===== src/rtl/axis_route_demux.sv =====
// Routing-tag decoder: steers each AXI4SR packet to one of N_DEST outputs by its head tdest.
// Define AXIS_ROUTE_DEMUX_STATS_EN to build the pkt_cnt/drop_cnt statistics counters.
module axis_route_demux #(
  parameter int N_DEST    = 2,
  parameter int DATA_BITS = 64,
  parameter int ID_BITS   = 6
) (
  input  logic                   aclk,
  input  logic                   areset,
  input  logic                   s_tvalid,
  output logic                   s_tready,
  input  logic [DATA_BITS-1:0]   s_tdata,
  input  logic [DATA_BITS/8-1:0] s_tkeep,
  input  logic                   s_tlast,
  input  logic [ID_BITS-1:0]     s_tid,
  input  logic [7:0]             s_tdest,
  output logic [N_DEST-1:0]      m_tvalid,
  input  logic [N_DEST-1:0]      m_tready,
  output logic [DATA_BITS-1:0]   m_tdata,
  output logic [DATA_BITS/8-1:0] m_tkeep,
  output logic                   m_tlast,
  output logic [ID_BITS-1:0]     m_tid,
  output logic                   decode_err,
  input  logic                   err_clr,
  output logic [N_DEST*32-1:0]   pkt_cnt,
  output logic [15:0]            drop_cnt
);

  localparam int SEL_W = (N_DEST > 1) ? $clog2(N_DEST) : 1;
  localparam logic [4:0] N_DEST_L = 5'(N_DEST);

  typedef enum logic [1:0] {IDLE, FWD, DROP} state_t;

  state_t state, state_n;

  logic                   slot_valid;
  logic [SEL_W-1:0]       slot_sel;
  logic [DATA_BITS-1:0]   slot_data;
  logic [DATA_BITS/8-1:0] slot_keep;
  logic                   slot_last;
  logic [ID_BITS-1:0]     slot_id;

  logic             ready_en;
  logic             slot_free;
  logic             accept;
  logic             tag_ok;
  logic             load;
  logic             drop_set;
  logic [SEL_W-1:0] dest_sel;

  assign dest_sel  = s_tdest[SEL_W-1:0];
  assign tag_ok    = (s_tdest[7:4] == 4'd0) && ({1'b0, s_tdest[3:0]} < N_DEST_L);
  assign slot_free = !slot_valid || m_tready[slot_sel];
  // ready_en keeps s_tready low while reset is held and until the first clock after it
  assign s_tready  = ready_en && ((state == DROP) || slot_free);
  assign accept    = s_tvalid && s_tready;

  always_ff @(posedge aclk or posedge areset) begin
    if (areset) begin
      state    <= IDLE;
      ready_en <= 1'b0;
    end else begin
      state    <= state_n;
      ready_en <= 1'b1;
    end
  end

  always_comb begin
    state_n  = state;
    load     = 1'b0;
    drop_set = 1'b0;
    case (state)
      IDLE: begin
        if (accept) begin
          if (tag_ok) begin
            load = 1'b1;
            if (!s_tlast) state_n = FWD;
          end else begin
            drop_set = 1'b1;
            if (!s_tlast) state_n = DROP;
          end
        end
      end
      FWD: begin
        if (accept) begin
          load = 1'b1;
          if (s_tlast) state_n = IDLE;
        end
      end
      DROP: begin
        if (accept && s_tlast) state_n = IDLE;
      end
      default: state_n = IDLE;
    endcase
  end

  // Only a head beat latches a new destination; body beats reuse the packet's sel
  always_ff @(posedge aclk or posedge areset) begin
    if (areset) begin
      slot_valid <= 1'b0;
      slot_sel   <= '0;
      slot_data  <= '0;
      slot_keep  <= '0;
      slot_last  <= 1'b0;
      slot_id    <= '0;
    end else if (load) begin
      slot_valid <= 1'b1;
      slot_data  <= s_tdata;
      slot_keep  <= s_tkeep;
      slot_last  <= s_tlast;
      slot_id    <= s_tid;
      if (state == IDLE) slot_sel <= dest_sel;
    end else if (slot_free) begin
      slot_valid <= 1'b0;
    end
  end

  always_ff @(posedge aclk or posedge areset) begin
    if (areset)        decode_err <= 1'b0;
    else if (drop_set) decode_err <= 1'b1;
    else if (err_clr)  decode_err <= 1'b0;
  end

  always_comb begin
    m_tvalid = '0;
    for (int i = 0; i < N_DEST; i++) m_tvalid[i] = slot_valid && (slot_sel == SEL_W'(i));
  end

  assign m_tdata = slot_data;
  assign m_tkeep = slot_keep;
  assign m_tlast = slot_last;
  assign m_tid   = slot_id;

`ifdef AXIS_ROUTE_DEMUX_STATS_EN
  logic [31:0]      pkt_cnt_r [N_DEST];
  logic [15:0]      drop_cnt_r;
  logic             pkt_done;
  logic [SEL_W-1:0] cnt_sel;

  // A forwarded packet completes when its tlast beat is loaded into the slot
  assign pkt_done = load && s_tlast;
  assign cnt_sel  = (state == IDLE) ? dest_sel : slot_sel;

  always_ff @(posedge aclk or posedge areset) begin
    if (areset) begin
      for (int i = 0; i < N_DEST; i++) pkt_cnt_r[i] <= '0;
      drop_cnt_r <= '0;
    end else begin
      if (pkt_done) pkt_cnt_r[cnt_sel] <= pkt_cnt_r[cnt_sel] + 32'd1;
      if (drop_set && (drop_cnt_r != 16'hFFFF)) drop_cnt_r <= drop_cnt_r + 16'd1;
    end
  end

  always_comb begin
    pkt_cnt = '0;
    for (int i = 0; i < N_DEST; i++) pkt_cnt[i*32 +: 32] = pkt_cnt_r[i];
  end

  assign drop_cnt = drop_cnt_r;
`else
  assign pkt_cnt  = '0;
  assign drop_cnt = '0;
`endif

endmodule


===== config.mk =====
export PLATFORM = sky130hd
export DESIGN_NAME = axis_route_demux
export DESIGN_NICKNAME = d
export VERILOG_FILES = /design/src/rtl/axis_route_demux.sv
export SDC_FILE = /design/constraint.sdc
export NUM_CORES = 1
export LEC_CHECK = 0
export CORE_MARGIN = 2
export CORE_UTILIZATION = 40
export CTS_BUF_LIST = sky130_fd_sc_hd__clkbuf_4 sky130_fd_sc_hd__clkbuf_8
export CTS_CLUSTER_DIAMETER = 200
export DETAILED_ROUTE_END_ITERATION = 8
export GPL_TIMING_DRIVEN = 0
export PLACE_DENSITY = 0.95
export SYNTH_ARGS = -nofsm -noshare
export SYNTH_HDL_FRONTEND = slang
export SYNTH_SLANG_ARGS = --single-unit

===== constraint.sdc =====
create_clock -name aclk -period 9.1 [get_ports aclk]
set_input_delay 2.73 -clock aclk [delete_from_list [all_inputs] [get_ports aclk]]
set_output_delay 2.73 -clock aclk [all_outputs]
set_load 0.005 [all_outputs]

# After elaboration in Yosys (flattened, before gate mapping)
# Index checks and enable logic that the tools add are counted.
totals:
  regBits: 85
  input_bits: 93
  wordCells: 55
op_classes:
  order_cmp: 2
  n_eq_ne: 7
  n_mux: 21
  bitwise_logic: 1
  reduce_logical: 15
op_table:
  columns: ["cell", "n"]
  rows:
  - ["$mux 2", 7]
  - ["$mux 1", 12]
  - ["$ne 2x2->1 const B", 4]
  - ["$logic_and 1x1->1", 6]
  - ["$pmux 2 s3", 1]
  - ["$reduce_and 5->1", 1]
  - ["$logic_not 4->1", 1]
  - ["$lt 4x2->1 const B", 1]
  - ["$reduce_bool 2->1", 2]
  - ["$eq 2x1->1 const B", 1]
  - ["$eq 2x2->1 const B", 1]
  - ["$logic_not 2->1", 1]
  - ["$logic_or 1x1->1", 2]
  - ["$lt 1x2->1 const B", 1]
  - ["$ne 2x1->1 const B", 1]
  - ["$pmux 1 s2", 1]
  - ["$reduce_and 2->1", 1]
  - ["$logic_not 1->1", 1]
  - ["$not 1->1", 1]

# Longest topological paths before layout
depth:
  depth_word: 9
  ltp_mapped: 6
  depth_no_buf: 4

# Worst setup path before layout
# No wires, ideal clock.
synth_path:
  path_kind: "in2out"
  startpoint: "input port m_tready[1]"
  endpoint: "output port s_tready"
  arrival_time_ps: 3203
  required_ps: 6370
  slack_ps: 3167
  cell_stages: 3
  path_cell_list: "mux2i_1 -> nand2_1 -> o21a_1"
synth_via:
  elab_chain_len: 5
synth_lines:
  columns: ["element", "line_no", "rtl"]
  rows:
  - ["start, declared", "18", "input logic [N_DEST-1:0] m_tready,"]
  - ["$mux 1 (not written as such) (2 in a row)", "53", "assign slot_free = !slot_valid || m_tready[slot_sel];"]
  - ["$logic_or 1x1->1", "53", null]
  - ["$logic_or 1x1->1", "55", "assign s_tready = ready_en && ((state == DROP) || slot_free);"]
  - ["$logic_and 1x1->1", "55", null]
  - ["end, declared", "11", "output logic s_tready,"]
# No other way between the ends. The select of a mux whose other input is x is not followed.

# Final worst setup path
# Ends and elaborated chain as after synthesis.

==> results.ini <==
[sta]
drv_slew = 0
fin_crit_sh = 0.7623
hold_viol_final = 0
worstMarginPinSlew_ns = 0.5361
hold_slack_ns = 0.4982
slew_headroom = 0.6426
period_needed_ns = 6.937
rsz0062_at_grt = no
skew_ns = 0.01542
setup_viol = 0
finalWorstSetupSlack_ns = 2.163
finalSetupTns_ns = 0
max_freq_mhz = 144.2

[clock_network]
cts_tree = done
post_cts_resized = 0
cts.hold.buffers_added = 0
clockRootBuffer = clkbuf_8
clk_pin_slew_ns = 0.09
cts_buffers = 9
cts_setup_buffers = 0
clock_latency_ns = 0.34
cts_buffer_depth = 2
clock-sinks = 85
htreeDepth = 3

[floorplanning]
rows = 35
die_h_um = 102.0
die_x_um = 102.0
start_util = 0.4135
ios = 256
dieArea_um2 = 10400
core_area_um2 = 9284

[drt]
detail-route-antenna-nets = 0
route.detailed.drc = 0
drt-total-wl_mm = 9.786
vias = 2863
viasPerCell = 4.229
dr.pass1.iters = 3
wl_per_cell_um = 14.45
drtIter0Drc = 37

[critical_path]
cp.arrival_ns = 4.21
required_ns = 6.37
cpPeakStageDelay_ns = 0.47
cpLargestDelayFamily = buffers and inverters
critical_path_class = input pin to primary output
cp_num_buf_inv = 2
end_kind = primary output
cp_max_fo = 2
crit_slowest_cell = clkdlybuf4s50_1
cp.depth = 5
worstPathCellList = clkdlybuf4s50_1, mux2i_1, nand2_1, o21a_1, clkdlybuf4s50_1
cp-start-kind = input pin
reg2regPathDepth = 6
cpMostUsedCell = clkdlybuf4s50_1

[place]
dp_slack_ns = 2.181
place.gp.congestion = 0.7166
dp.cells = 662
place_area_um2 = 6071
numPortBuffers = 175
post-dp-hpwl_mm = 7.796

[hold_path]
min_path_type = flop to flop
hold_path_depth = 1

[grt]
grt_overflow = 0
grt_antenna_before_repair = 0
grt_pass1_vias = 2936
grt_max_degree = 46
track_usage = 0.1857
grt_pass1_wl_mm = 14.60

[logic_synthesis]
synth.ff_latch_count = 85
netlist_top_cells_area = dfrtp_1 55%, mux2_2 21%, buf_4 16%, mux2_1 2.9%, buf_2 0.78%
synth_top_area_frac = 0.5541
syn_area_um2 = 3839
yosysWarningCount = 0
synth_cell_types = 25
syn-instance-count = 278
yosysSeqAreaShare = 0.5541
postSynthAreaPerCell_um2 = 13.81
synth_top_area_cell = dfrtp_1

[cells_and_area]
fill_cells = 675
design_area_um2 = 6267
diodes = 0
stdcell_count = 677
area_delta_synth_final_pct = 63.27
final_cell_mix = 175 x clkdlybuf4s50_1, 85 x dfrtp_1, 81 x buf_4, 81 x conb_1, 70 x mux2_2
drive_above_1_share = 0.3248
final_common_cell = clkdlybuf4s50_1
final_nets = 637

[power_and_ir_drop]
ir_drop_mv = 0.07496
powerDensity_nw_per_um2 = 126.1
p_leak_nw = 3.149

[outcome]
status = finished clean

[flow_run]
maxCapViolCount = 0

layout make-up:
type | instances | area, um2 | area share
Multi-Input combinational cell | 181 | 1348 | 0.2150
Buffer | 88 | 649.4 | 0.1036
Tap cell | 129 | 161.4 | 0.02575
Sequential cell | 85 | 2127 | 0.3394
Timing Repair Buffer | 176 | 1772 | 0.2827
Clock buffer | 10 | 137.6 | 0.02196
Inverter | 3 | 13.76 | 0.002196
Clock inverter | 5 | 58.81 | 0.009383
stage by stage:
step                utilization   power, W
global route             0.6751  0.0008284
global placement         0.6515  0.0005226
CTS                      0.6751  0.0007981
detailed placement       0.6539  0.0005280
finish                   0.6751  0.0007905
floorplan                     -  0.0004558
report_power, final:
group          leakage [nW]  internal [W]  switching [W]  total (W)
clock                0.0948      0.000134       0.000135   0.000268
sequential             1.17      0.000390     0.00000767   0.000398
combinational          1.88     0.0000858      0.0000387   0.000124
total                  3.15      0.000609       0.000181   0.000791
per-layer routing:
layer  track usage  up-vias  wire, um
met5             0        -         0
met1        0.1831     1379      3161
li1              -     1311         -
met4       0.07179        0       210
met3       0.07524       18      1046
met2        0.3462      155      5367
worst reg2reg max path, delay by kind of cell, from the launching register on:
family                 cells  cell delay, ns
buffers and inverters      2            0.48
muxes                      2            0.52
DFF                        1            0.42
and+or+nand+nor            1            0.51
AOI/OAI and AO/OA          1            0.28
synth_stat cells (all sizes together):
| library cell | count |
|---|---|
| inv | 3 |
| nor2b | 1 |
| nand2 | 3 |
| mux2i | 1 |
| nor4b | 1 |
| nor3 | 1 |
| nor3b | 1 |
| a31oi | 1 |
| o31ai | 1 |
| dfrtp | 85 |
| nor2 | 1 |
| buf | 88 |
| nor4 | 1 |
| conb | 2 |
| a32o | 1 |
| a21oi | 3 |
| mux2 | 80 |
| a211oi | 1 |
| o21a | 1 |
| and2 | 1 |
| a311oi | 1 |
registers in the layout, indices dropped and copies added (netlist names):
register    flops
m_tid           6
slot_sel        1
m_tkeep         8
m_tdata        64
decode_err      1
ready_en        1
m_tlast         1
slot_valid      1
state           2
final timing paths:
| path | startpoint | endpoint | slack [ns] |
|---|---|---|---|
| max | m_tready[1] | s_tready | 2.16 |
| min | m_tdata[61]$_DFFE_PP0P_ | m_tdata[61]$_DFFE_PP0P_ | 0.50 |
| max reg2reg | slot_sel$_DFFE_PP0P_ | m_tid[4]$_DFFE_PP0P_ | 6.81 |
| min reg2reg | m_tdata[61]$_DFFE_PP0P_ | m_tdata[61]$_DFFE_PP0P_ | 0.50 |
| max in group asynchronous | areset | m_tdata[49]$_DFFE_PP0P_ | 5.69 |
| min in group asynchronous | areset | m_tdata[32]$_DFFE_PP0P_ | 2.79 |
logic make-up after synthesis:
kind of cell    synth area share
buf+inv                   0.1721
mux                       0.2373
other cells             0.001956
compound gates           0.01728
simple gates             0.01727
flops                     0.5541
Power figures use the tool's default switching activity.
